--- src/rtl/pipe_ctrl_if.sv ---
// Handshake bundle between the pipeline sequencer and the datapath/stimulus.
// The datapath side (master) presents the two in-flight instructions and the
// EX branch condition; the sequencer (slave) returns stage enables/clears,
// the run state and the hazard counters.
interface pipe_ctrl_if #(
    parameter int CNT_W = 16
);
    logic             start;
    logic [31:0]      ir_id;
    logic [31:0]      ir_ex;
    logic             br_taken;
    logic             pc_we;
    logic             pc_sel;
    logic             if_id_we;
    logic             if_id_clr;
    logic             id_ex_we;
    logic             id_ex_clr;
    logic             ex_mem_we;
    logic             mem_wb_we;
    logic [1:0]       state;
    logic             halted;
    logic [CNT_W-1:0] stall_cnt;
    logic [CNT_W-1:0] flush_cnt;

    modport master (
        output start, ir_id, ir_ex, br_taken,
        input  pc_we, pc_sel, if_id_we, if_id_clr, id_ex_we, id_ex_clr,
               ex_mem_we, mem_wb_we, state, halted, stall_cnt, flush_cnt
    );

    modport slave (
        input  start, ir_id, ir_ex, br_taken,
        output pc_we, pc_sel, if_id_we, if_id_clr, id_ex_we, id_ex_clr,
               ex_mem_we, mem_wb_we, state, halted, stall_cnt, flush_cnt
    );
endinterface

--- src/rtl/pipe_ctrl.sv ---
// Pipeline sequencer for a 5-stage MIPS32-style core.
// Holds only control state: run/drain/halt FSM, per-stage valid bits and two
// saturating hazard counters. Stage enables and clears are decoded
// combinationally from that state and the IF/ID and ID/EX instructions, so
// the datapath sees them in the same cycle. Priority: branch flush, then
// load-use bubble, then HLT.
module pipe_ctrl #(
    parameter int OP_W  = 6,
    parameter int REG_W = 5,
    parameter int CNT_W = 16
) (
    input  logic       clk,
    input  logic       rst_n,
    pipe_ctrl_if.slave bus
);

    typedef enum logic [1:0] {
        ST_IDLE   = 2'b00,
        ST_RUN    = 2'b01,
        ST_DRAIN  = 2'b10,
        ST_HALTED = 2'b11
    } state_t;

    localparam logic [OP_W-1:0] OP_LW  = 6'b100000;
    localparam logic [OP_W-1:0] OP_SW  = 6'b100001;
    localparam logic [OP_W-1:0] OP_HLT = 6'b111111;
    localparam logic [OP_W-2:0] OP_BR  = 5'b11010;   // BEQZ/BNEQZ share op[5:1]

    // Does this opcode read the register in the rs field?
    function automatic logic reads_rs(input logic [OP_W-1:0] op);
        logic r;
        if (op[OP_W-1] == 1'b0) begin
            r = 1'b1;                                  // ALU RR and RImm
        end else if ((op == OP_LW) || (op == OP_SW)) begin
            r = 1'b1;
        end else if (op[OP_W-1:1] == OP_BR) begin
            r = 1'b1;
        end else begin
            r = 1'b0;
        end
        return r;
    endfunction

    // Does this opcode read the register in the rt field? (RImm/LW write rt)
    function automatic logic reads_rt(input logic [OP_W-1:0] op);
        logic r;
        if (op[OP_W-1:OP_W-2] == 2'b00) begin
            r = 1'b1;                                  // ALU RR
        end else if (op == OP_SW) begin
            r = 1'b1;
        end else begin
            r = 1'b0;
        end
        return r;
    endfunction

    state_t           state_r, state_s;
    logic             v_id_r, v_ex_r, v_mem_r, v_wb_r;
    logic             v_id_s, v_ex_s, v_mem_s, v_wb_s;
    logic [CNT_W-1:0] stall_cnt_r, flush_cnt_r;

    logic [OP_W-1:0]  op_id_s, op_ex_s;
    logic [REG_W-1:0] rs_id_s, rt_id_s, rt_ex_s;
    logic             flush_s, luse_s, hlt_s;

    logic pc_we_s, pc_sel_s, if_id_we_s, if_id_clr_s;
    logic id_ex_we_s, id_ex_clr_s, ex_mem_we_s, mem_wb_we_s;

    assign op_id_s = bus.ir_id[31 -: OP_W];
    assign op_ex_s = bus.ir_ex[31 -: OP_W];
    assign rs_id_s = bus.ir_id[31-OP_W -: REG_W];
    assign rt_id_s = bus.ir_id[31-OP_W-REG_W -: REG_W];
    assign rt_ex_s = bus.ir_ex[31-OP_W-REG_W -: REG_W];

    // Fields the sequencer never looks at (immediates, rd, rs of EX).
    logic unused_fields_s;
    assign unused_fields_s = ^{bus.ir_id[31-OP_W-2*REG_W:0],
                               bus.ir_ex[31-OP_W -: REG_W],
                               bus.ir_ex[31-OP_W-2*REG_W:0]};

    // Hazard decode: only meaningful while running; flush masks the others.
    always_comb begin
        flush_s = 1'b0;
        luse_s  = 1'b0;
        hlt_s   = 1'b0;
        if (state_r == ST_RUN) begin
            flush_s = v_ex_r & bus.br_taken & (op_ex_s[OP_W-1:1] == OP_BR);
            luse_s  = ~flush_s & v_ex_r & v_id_r & (op_ex_s == OP_LW) &
                      (rt_ex_s != {REG_W{1'b0}}) &
                      ((reads_rs(op_id_s) & (rs_id_s == rt_ex_s)) |
                       (reads_rt(op_id_s) & (rt_id_s == rt_ex_s)));
            hlt_s   = ~flush_s & ~luse_s & v_id_r & (op_id_s == OP_HLT);
        end else begin
            flush_s = 1'b0;
            luse_s  = 1'b0;
            hlt_s   = 1'b0;
        end
    end

    // FSM next state, valid-bit shift and stage enables/clears.
    always_comb begin
        state_s     = state_r;
        v_id_s      = v_id_r;
        v_ex_s      = v_ex_r;
        v_mem_s     = v_mem_r;
        v_wb_s      = v_wb_r;
        pc_we_s     = 1'b0;
        pc_sel_s    = 1'b0;
        if_id_we_s  = 1'b0;
        if_id_clr_s = 1'b0;
        id_ex_we_s  = 1'b0;
        id_ex_clr_s = 1'b0;
        ex_mem_we_s = 1'b0;
        mem_wb_we_s = 1'b0;
        case (state_r)
            ST_IDLE: begin
                if (bus.start) begin
                    state_s = ST_RUN;
                end else begin
                    state_s = ST_IDLE;
                end
            end
            ST_RUN: begin
                pc_we_s     = ~luse_s & ~hlt_s;
                pc_sel_s    = flush_s;
                if_id_we_s  = ~luse_s;
                if_id_clr_s = flush_s | hlt_s;
                id_ex_we_s  = 1'b1;
                id_ex_clr_s = flush_s | luse_s | hlt_s;
                ex_mem_we_s = 1'b1;
                mem_wb_we_s = 1'b1;
                // A stalled IF/ID keeps its (valid) instruction.
                v_id_s  = ~(flush_s | hlt_s);
                v_ex_s  = v_id_r & ~(flush_s | luse_s | hlt_s);
                v_mem_s = v_ex_r;
                v_wb_s  = v_mem_r;
                if (hlt_s) begin
                    state_s = ST_DRAIN;
                end else begin
                    state_s = ST_RUN;
                end
            end
            ST_DRAIN: begin
                if_id_clr_s = 1'b1;
                id_ex_clr_s = 1'b1;
                ex_mem_we_s = 1'b1;
                mem_wb_we_s = 1'b1;
                v_id_s  = 1'b0;
                v_ex_s  = 1'b0;
                v_mem_s = v_ex_r;
                v_wb_s  = v_mem_r;
                if (v_ex_r | v_mem_r | v_wb_r) begin
                    state_s = ST_DRAIN;
                end else begin
                    state_s = ST_HALTED;
                end
            end
            ST_HALTED: begin
                state_s = ST_HALTED;
                v_id_s  = 1'b0;
                v_ex_s  = 1'b0;
                v_mem_s = 1'b0;
                v_wb_s  = 1'b0;
            end
            default: begin
                state_s = ST_IDLE;
                v_id_s  = 1'b0;
                v_ex_s  = 1'b0;
                v_mem_s = 1'b0;
                v_wb_s  = 1'b0;
            end
        endcase
    end

    // State and valid registers.
    always_ff @(posedge clk or negedge rst_n) begin
        if (!rst_n) begin
            state_r <= ST_IDLE;
            v_id_r  <= 1'b0;
            v_ex_r  <= 1'b0;
            v_mem_r <= 1'b0;
            v_wb_r  <= 1'b0;
        end else begin
            state_r <= state_s;
            v_id_r  <= v_id_s;
            v_ex_r  <= v_ex_s;
            v_mem_r <= v_mem_s;
            v_wb_r  <= v_wb_s;
        end
    end

    // Saturating hazard counters; flush and stall are mutually exclusive.
    always_ff @(posedge clk or negedge rst_n) begin
        if (!rst_n) begin
            stall_cnt_r <= {CNT_W{1'b0}};
            flush_cnt_r <= {CNT_W{1'b0}};
        end else begin
            if (luse_s && (stall_cnt_r != {CNT_W{1'b1}})) begin
                stall_cnt_r <= stall_cnt_r + {{(CNT_W-1){1'b0}}, 1'b1};
            end
            if (flush_s && (flush_cnt_r != {CNT_W{1'b1}})) begin
                flush_cnt_r <= flush_cnt_r + {{(CNT_W-1){1'b0}}, 1'b1};
            end
        end
    end

    assign bus.pc_we     = pc_we_s;
    assign bus.pc_sel    = pc_sel_s;
    assign bus.if_id_we  = if_id_we_s;
    assign bus.if_id_clr = if_id_clr_s;
    assign bus.id_ex_we  = id_ex_we_s;
    assign bus.id_ex_clr = id_ex_clr_s;
    assign bus.ex_mem_we = ex_mem_we_s;
    assign bus.mem_wb_we = mem_wb_we_s;
    assign bus.state     = state_r;
    assign bus.halted    = (state_r == ST_HALTED);
    assign bus.stall_cnt = stall_cnt_r;
    assign bus.flush_cnt = flush_cnt_r;

endmodule

--- src/flat_wrapper.sv ---
// flat-port wrapper written by rule: the top's interface ports become plain ports
module pipe_ctrl_flat 
#(
    parameter int OP_W  = 6,
    parameter int REG_W = 5,
    parameter int CNT_W = 16
)
  (clk, rst_n, bus_start, bus_ir_id, bus_ir_ex, bus_br_taken, bus_pc_we, bus_pc_sel, bus_if_id_we, bus_if_id_clr, bus_id_ex_we, bus_id_ex_clr, bus_ex_mem_we, bus_mem_wb_we, bus_state, bus_halted, bus_stall_cnt, bus_flush_cnt);
  pipe_ctrl_if #(.CNT_W(CNT_W)) bus_i ();
  input  logic clk;
  input  logic rst_n;
  input wire logic [$bits(bus_i.start)-1:0] bus_start;
  input wire logic [$bits(bus_i.ir_id)-1:0] bus_ir_id;
  input wire logic [$bits(bus_i.ir_ex)-1:0] bus_ir_ex;
  input wire logic [$bits(bus_i.br_taken)-1:0] bus_br_taken;
  output wire logic [$bits(bus_i.pc_we)-1:0] bus_pc_we;
  output wire logic [$bits(bus_i.pc_sel)-1:0] bus_pc_sel;
  output wire logic [$bits(bus_i.if_id_we)-1:0] bus_if_id_we;
  output wire logic [$bits(bus_i.if_id_clr)-1:0] bus_if_id_clr;
  output wire logic [$bits(bus_i.id_ex_we)-1:0] bus_id_ex_we;
  output wire logic [$bits(bus_i.id_ex_clr)-1:0] bus_id_ex_clr;
  output wire logic [$bits(bus_i.ex_mem_we)-1:0] bus_ex_mem_we;
  output wire logic [$bits(bus_i.mem_wb_we)-1:0] bus_mem_wb_we;
  output wire logic [$bits(bus_i.state)-1:0] bus_state;
  output wire logic [$bits(bus_i.halted)-1:0] bus_halted;
  output wire logic [$bits(bus_i.stall_cnt)-1:0] bus_stall_cnt;
  output wire logic [$bits(bus_i.flush_cnt)-1:0] bus_flush_cnt;
  assign bus_i.start = bus_start;
  assign bus_i.ir_id = bus_ir_id;
  assign bus_i.ir_ex = bus_ir_ex;
  assign bus_i.br_taken = bus_br_taken;
  assign bus_pc_we = bus_i.pc_we;
  assign bus_pc_sel = bus_i.pc_sel;
  assign bus_if_id_we = bus_i.if_id_we;
  assign bus_if_id_clr = bus_i.if_id_clr;
  assign bus_id_ex_we = bus_i.id_ex_we;
  assign bus_id_ex_clr = bus_i.id_ex_clr;
  assign bus_ex_mem_we = bus_i.ex_mem_we;
  assign bus_mem_wb_we = bus_i.mem_wb_we;
  assign bus_state = bus_i.state;
  assign bus_halted = bus_i.halted;
  assign bus_stall_cnt = bus_i.stall_cnt;
  assign bus_flush_cnt = bus_i.flush_cnt;
  pipe_ctrl #(.OP_W(OP_W), .REG_W(REG_W), .CNT_W(CNT_W)) u_core (.clk(clk), .rst_n(rst_n), .bus(bus_i));
endmodule
--- config.mk ---
export PLATFORM = sky130hd
export DESIGN_NAME = pipe_ctrl_flat
export DESIGN_NICKNAME = d
export VERILOG_FILES = /design/src/rtl/pipe_ctrl_if.sv /design/src/rtl/pipe_ctrl.sv /design/src/flat_wrapper.sv
export SDC_FILE = /design/constraint.sdc
export NUM_CORES = 1
export LEC_CHECK = 0
export ABC_AREA = 1
export BUFFER_PORTS_ARGS = -buffer_cell sky130_fd_sc_hd__buf_2
export CORE_ASPECT_RATIO = 1.5
export CORE_UTILIZATION = 44
export DETAILED_ROUTE_END_ITERATION = 8
export PLACE_DENSITY_LB_ADDON = 0.12
export SLEW_MARGIN = 40
export SYNTH_ARGS = -nofsm -noshare
export SYNTH_HDL_FRONTEND = slang
export SYNTH_SLANG_ARGS = --single-unit
--- constraint.sdc ---
create_clock -name clk -period 1.51 [get_ports clk]
set_clock_uncertainty 0.1 [all_clocks]
set_input_delay 0.302 -clock clk [delete_from_list [all_inputs] [get_ports clk]]
set_output_delay 0.302 -clock clk [all_outputs]
set_load 0.01 [all_outputs]
---- Yosys cells after proc, flatten, opt, wreduce, memory -nomap -nowiden ----
Cells that the tools add are included.
storage, ports and cells
  flip-flop bits (word level) ............. 38
  latch bits .............................. 0
  RAM bits ................................ 0
  bits in read-only memories .............. 0
  bits of input ports ..................... 68
  output and inout bits ................... 43
  logic and storage cells ................. 83
  memories ................................ 0
cells by class
  add/sub/neg operators ................... 2
  multiply operators ...................... 0
  div/mod/pow operators ................... 0
  magnitude comparators ................... 0
  equality and inequality tests ........... 13
  shift-type cells ........................ 0
  mux-type cells .......................... 25
  bitwise operators ....................... 26
  reductions and logical operators ........ 10
operators with widths
  operator               count
  $add 16x1->16 const B  2
  $ne 16x16->1 const B   2
  $eq 6x6->1 const B     4
  $mux 1                 17
  $and 1x1->1            14
  $pmux 1 s2             6
  $eq 5x5->1             2
  $eq 5x5->1 const B     2
  $pmux 2 s4             1
  $not 1->1              6
  $or 1x1->1             6
  $reduce_bool 5->1      1
  $eq 2x2->1 const B     2
  $logic_not 2->1        2
  $reduce_bool 2->1      2
  $reduce_or 2->1        2
  $eq 2x1->1 const B     1
  $logic_and 1x1->1      2
  $mux 2                 1
  $logic_or 1x1->1       1

---- Depth between registers and ports, before layout ----
  depth in word-level cells ............... 17
  gate-level depth with buffers ........... 12
  gate-level depth less buffers ........... 12

---- Least setup slack after synthesis ----
OpenSTA, ideal clock, no wires.
  kind .................................... register to output
  start ................................... reg u_core.state_r[1], in the netlist u_core.bus.state[1]
  end ..................................... out bus_id_ex_clr
  data arrival time ....................... 1415 ps
  required time ........................... 1108 ps
  setup slack ............................. -307 ps
  stages on the path, launching flop included .. 8
  buffers on the path ..................... 1
  cell sequence ........................... dfrtp_1 > inv_1 > ha_1 > clkbuf_1 > nand3_1 > nand3_1 > nand2_1 > inv_1
on the way
  cells in the longest elaborated chain, start to end .. 5
  elaborated cells between the ends (all ways) .. 8
  those cells by class .................... eq/ne (2); mux (4); bitwise (2)
RTL lines
  item                     RTL line                           source
  from (decl)              pipe_ctrl.sv:57                    state_t state_r, state_s;
  from (signal assigned)   pipe_ctrl.sv:184                   state_r <= state_s;
  $eq 2x1->1               pipe_ctrl.sv:86, pipe_ctrl.sv:115
  $mux 1                   pipe_ctrl.sv:86                    if (state_r == ST_RUN) begin
  $or 1x1->1 (2 in a row)  pipe_ctrl.sv:129                   id_ex_clr_s = flush_s | luse_s | hlt_s;
  $pmux 1 s2 *             pipe_ctrl.sv:115                   case (state_r)
  to (decl)                flat_wrapper.sv:21                 output wire logic [$bits(bus_i.id_ex_clr)-1:0] bus_id_ex_clr;
Every way passes the cells marked *; elsewhere a longest branch is shown, timed or not.

---- Worst setup path in the final report ----
  start ................................... reg u_core.v_ex_r
  end ..................................... out bus_id_ex_clr
on the way
  cells in the longest elaborated chain, start to end .. 15
  elaborated cells between the ends (all ways) .. 18
  those cells by class .................... mux (4); bitwise (14)
RTL lines
  item                      RTL line                          source
  from (decl)               pipe_ctrl.sv:58                   logic v_id_r, v_ex_r, v_mem_r, v_wb_r;
  from (signal assigned)    pipe_ctrl.sv:186                  v_ex_r <= v_ex_s;
  $and 1x1->1 (2 in a row)  pipe_ctrl.sv:87                   flush_s = v_ex_r & bus.br_taken & (op_ex_s[OP_W-1:1] == OP_BR);
  $not 1->1                 pipe_ctrl.sv:88, pipe_ctrl.sv:92
  $and 1x1->1 (4 in a row)  pipe_ctrl.sv:88                   luse_s = ~flush_s & v_ex_r & v_id_r & (op_ex_s == OP_LW) &
  $and 1x1->1               pipe_ctrl.sv:89                   (rt_ex_s != {REG_W{1'b0}}) &
  $not 1->1                 pipe_ctrl.sv:92                   hlt_s = ~flush_s & ~luse_s & v_id_r & (op_id_s == OP_HLT);
  $and 1x1->1 (3 in a row)  pipe_ctrl.sv:92
  $mux 1                    pipe_ctrl.sv:86
  $or 1x1->1 *              pipe_ctrl.sv:129
  $pmux 1 s2 *              pipe_ctrl.sv:115
Marked as above.

==> impl.org <==
** Detailed routing
- After detailed routing, the average wire length per cell comes to around 13 µm.
- The final route contains slightly below 3,000 vias.
- Detailed-route wire length :: 7480 µm
- In the routed design, unresolved DRC markers number 0.
- Count of TritonRoute iterations in the first routing pass :: 4
- Dividing the detail-routed via count by the number of cells gives roughly 4.9.
- Starting DRT DRC Count :: 71
- The count of nets left with antenna violations once routing finished came out at 0.

** Synthesis
- The number of nets handed over by synthesis was ~440.
- Multiplexer cells account for 0% of the synthesized area.
- Compound-Gate Fraction of Synth Area :: approximately 4.6%
- Post-synthesis area per instance :: 7.29 µm²
- The Yosys step of the flow raised 0 warnings.
- Counting flops with a built-in enable in the synthesized netlist gives 0.
- The synthesized netlist devotes between 30% and 40% of its cell area to simple gates.
- Cell count after synthesis :: about 360
- After synthesis, the largest family of logic cells by area is simple AND/OR/NAND/NOR gates.
- After synthesis the cells add up to between 2000 and 3000 µm².
- Distinct cell type count of the synthesized netlist :: 34
- Sequential elements use between 30 and 40% of the synthesized area.
- Synth Flop Type :: sky130_fd_sc_hd__dfrtp_1
- Adder-cell share of the synthesized area :: around 2.9%
- Asr flop ratio synth :: between 90% and 100%
- After synthesis the netlist holds a flip-flop and latch count of 38.
- Of the total synthesized cell area, the portion taken by XOR and XNOR cells is 10.7%.

** CTS
- Clock latency on the worst-skew pair :: about 0.3 ns
- Num Clock Sinks :: 38
- The cell sitting at the root of the clock tree is a sky130_fd_sc_hd__clkbuf_8.
- The clock passes through at most 2 buffers.
- CTS tree :: done
- Clock Pin Slew Worst Setup and Hold Paths :: roughly 0.07 ns
- Maximum level of the CTS H-tree :: 2
- Total CTS buffers :: 5

** Layout
- The library cell used most frequently in the layout, excluding fill and tap cells, is sky130_fd_sc_hd__nand2_1.
- Multi-input logic area :: approximately 1600 µm²
- Final-stage net count :: 591
- Number of filler instances in the final layout :: 505
- In the final layout, the share of cells above drive strength 1 is about 40%.
- After routing the design area is roughly 4000 µm².
- The number of antenna diodes in the final layout is 0.
- Sequential cell area in the final layout :: between 900 and 1000 µm²
- The finished layout holds 590 standard cells, fillers aside.
- Commonest non-fill, non-tap cells in the layout :: 106 x sky130_fd_sc_hd__nand2_1, 68 x sky130_fd_sc_hd__buf_2, 66 x sky130_fd_sc_hd__buf_4
- Area growth from synthesis to layout :: 56.5%

** STA
- Final worst-path cycle share :: 138%
- Fmax :: 479 MHz
- Hold Fails Final Rpt :: 0
- At the pin with the least slew margin, the transition time is about 0.43 ns.
- After layout, the worst setup slack is -0.578 ns.
- Slew headroom :: between 70% and 80%
- Number of setup violations in the final report :: 43
- Max-slew violation total from the final report :: 0
- Time the final worst path needs with I/O delays and setup :: 2.09 ns
- Setup repair after global routing could not meet its margin everywhere.

** Place
- Port Buffers :: 73
- Once placement completed, the tool counted placed cells totaling about 570.
- Placed cell areas :: around 3700 µm²
- Routability-driven placement finished with a final weighted congestion of between 0.8 and 0.9.
- After legalization and detailed placement, the total HPWL measured 5560 µm.

** GRT
- The via count of the first global-routing pass came to roughly 2,700.
- Global routing finished with a remaining overflow of 0.
- The initial antenna violation count came to 0.
- Overall global routing resource usage :: 24.5%
- Entering global routing, the biggest net connects 23 pins.
- The first global-routing pass estimated roughly 12,000 µm of wire.

** Pwr
- Switching Share :: 33.4%
- In this run the static leakage power is ~2.2 nW.
- For this design the total switching power over the nets is 1.36 mW.
- Across the VDD grid, the largest voltage drop is 657 µV.
- Share of power burned in combinational logic :: 41.8%
- Internal :: about 2.7 mW
- Sequential cells account for roughly a third of the total power.
- Dividing total power by cell area gives a power density of roughly 1000 nW/µm².
- The clock network accounts for a little over a quarter of the total power.

** Die
- Number of placed I/O pins :: approximately 110
- The initial utilization of the core area, before any placement, comes to between 40% and 50%.
- Width of the die :: approximately 65 µm
- Die Footprint :: 6300 µm²
- FP Rows :: 34
- The floorplan step set the die height to approximately 97 µm.
- Core footprint :: about 5800 µm²

** Run
- Max-cap violations in this run came to 0.

** Setup path
- Of all nets on the critical path, the largest fanout is 3.
- Worst setup path class :: flip-flop to primary output
- Required time at the worst-slack endpoint :: about 1.1 ns
- Worst setup SP type :: flip-flop
- STA classifies the critical path endpoint as a primary output.
- For the worst setup path, the data arrival time is 1.69 ns.

** Worst hold path
- The tightest min-delay check is of the primary input to flip-flop type.

** Status
- Failing checks :: setup timing
- The flow ran to the end, but the final reports show violations.
-- what timing repair did --
| action | 4_1_cts | 5_1_grt |
|---|---|---|
| buffers inserted | 9 | 7 |
| hold endpoints to repair | 16 | 0 |
| pin swaps | 9 | 10 |
| hold buffers | 1 | 0 |
| gates cloned | 1 | 1 |
| gates resized for setup | 31 | 14 |
| setup endpoints to repair | 43 | 43 |
-- flip-flops by register name (all words and copies together) (netlist names) --
signal	cells
u_core.bus.flush_cnt	16
u_core.bus.stall_cnt	16
u_core.bus.state	2
u_core.v_ex_r	1
u_core.v_id_r	1
u_core.v_mem_r	1
u_core.v_wb_r	1
-- synthesized netlist by cell type, drive strengths merged (2+ instances only) --
cell type	n	area, µm²
a21boi	2	15.0
a21oi	4	31.3
buf	6	43.8
clkbuf	2	7.51
dfrtp	38	951
ha	6	75.1
inv	46	173
nand2	111	424
nand3	21	105
nand4	24	186
nor2	35	134
nor3	14	80.1
nor3b	2	26.3
o21ai	10	50.0
o22ai	3	18.8
xnor2	7	61.3
xor2	25	219
-- cell type report --
cell class                      instances  area share [%]
Clock buffer                            6            2.01
Clock inverter                          2            1.46
Inverter                               47            4.47
Multi-Input combinational cell        269            40.0
Sequential cell                        38            23.2
Tap cell                               72            2.19
Timing Repair Buffer                  155            26.4
Timing Repair inverter                  1           0.213
-- path summary, 6_finish.rpt --
| path | cells past startpoint | slack [ns] | startpoint | end |
|---|---|---|---|---|
| worst max-delay path | 9 | -0.58 | u_core.v_ex_r | bus_id_ex_clr |
| worst min-delay path | 3 | 0.22 | bus_start | u_core.bus.state[0] |
| worst max register to register | 10 | -0.36 | u_core.v_ex_r | u_core.bus.flush_cnt[0] |
| worst min register to register | 2 | 0.41 | u_core.v_ex_r | u_core.v_ex_r |
| max in group asynchronous | 3 | 0.46 | rst_n | u_core.bus.state[0] |
| min in group asynchronous | 2 | 0.37 | rst_n | u_core.bus.stall_cnt[3] |
-- cells by family (layout without fill, tap and decap cells) --
family	count (synthesis)	count (layout)
buffers and inverters	55	211
adders and majority gates	6	6
DFF	38	38
AOI/OAI and AO/OA	20	20
xor gates and xnor gates	32	32
and+or+nand+nor	210	211
-- layer usage --
| layer | GRT usage [%] | up-vias | part of all wire [%] |
|---|---|---|---|
| met5 | 0 | - | 0 |
| met4 | 8.86 | 0 | 1.7 |
| met3 | 3.77 | 11 | 4.1 |
| met2 | 44.6 | 76 | 53 |
| met1 | 27.9 | 1330 | 41 |
| li1 | - | 1480 | - |
-- stage by stage --
step	setup slack, ns	utilization (%)	total power [mW]	setup TNS [ns]	hold slack, ns
detailed placement	-0.337	63.5	2.66	-8.72	0.169
global placement	-0.315	63.5	2.63	-7.98	0.164
floorplan	-0.212	-	2.02	-3.40	-0.0936
CTS	-0.534	69.4	3.95	-10.03	0.184
finish	-0.578	71.2	4.06	-10.93	0.223
global route	-0.704	71.2	4.29	-15.40	0.225
-- power by group through the flow --
stage | Sequential [mW] | Combinational, mW | Clock [mW]
2_1_floorplan | 1.33 | 0.692 | 0
3_3_place_gp | 1.28 | 1.35 | 0
3_5_place_dp | 1.29 | 1.37 | 0
4_1_cts | 1.27 | 1.58 | 1.10
5_1_grt | 1.29 | 1.85 | 1.14
6_report | 1.28 | 1.70 | 1.08
-- worst max-delay path, stage by stage (launching register included) --
cell                      delay [ns]
sky130_fd_sc_hd__dfrtp_1        0.36
sky130_fd_sc_hd__inv_2          0.07
sky130_fd_sc_hd__nor3_4         0.24
sky130_fd_sc_hd__nand4_4        0.15
sky130_fd_sc_hd__a21oi_2        0.22
sky130_fd_sc_hd__inv_2          0.06
sky130_fd_sc_hd__nand3_1        0.07
sky130_fd_sc_hd__nand2_1        0.05
sky130_fd_sc_hd__inv_1          0.05
sky130_fd_sc_hd__buf_2          0.12
(Power assumes the default switching activity.)
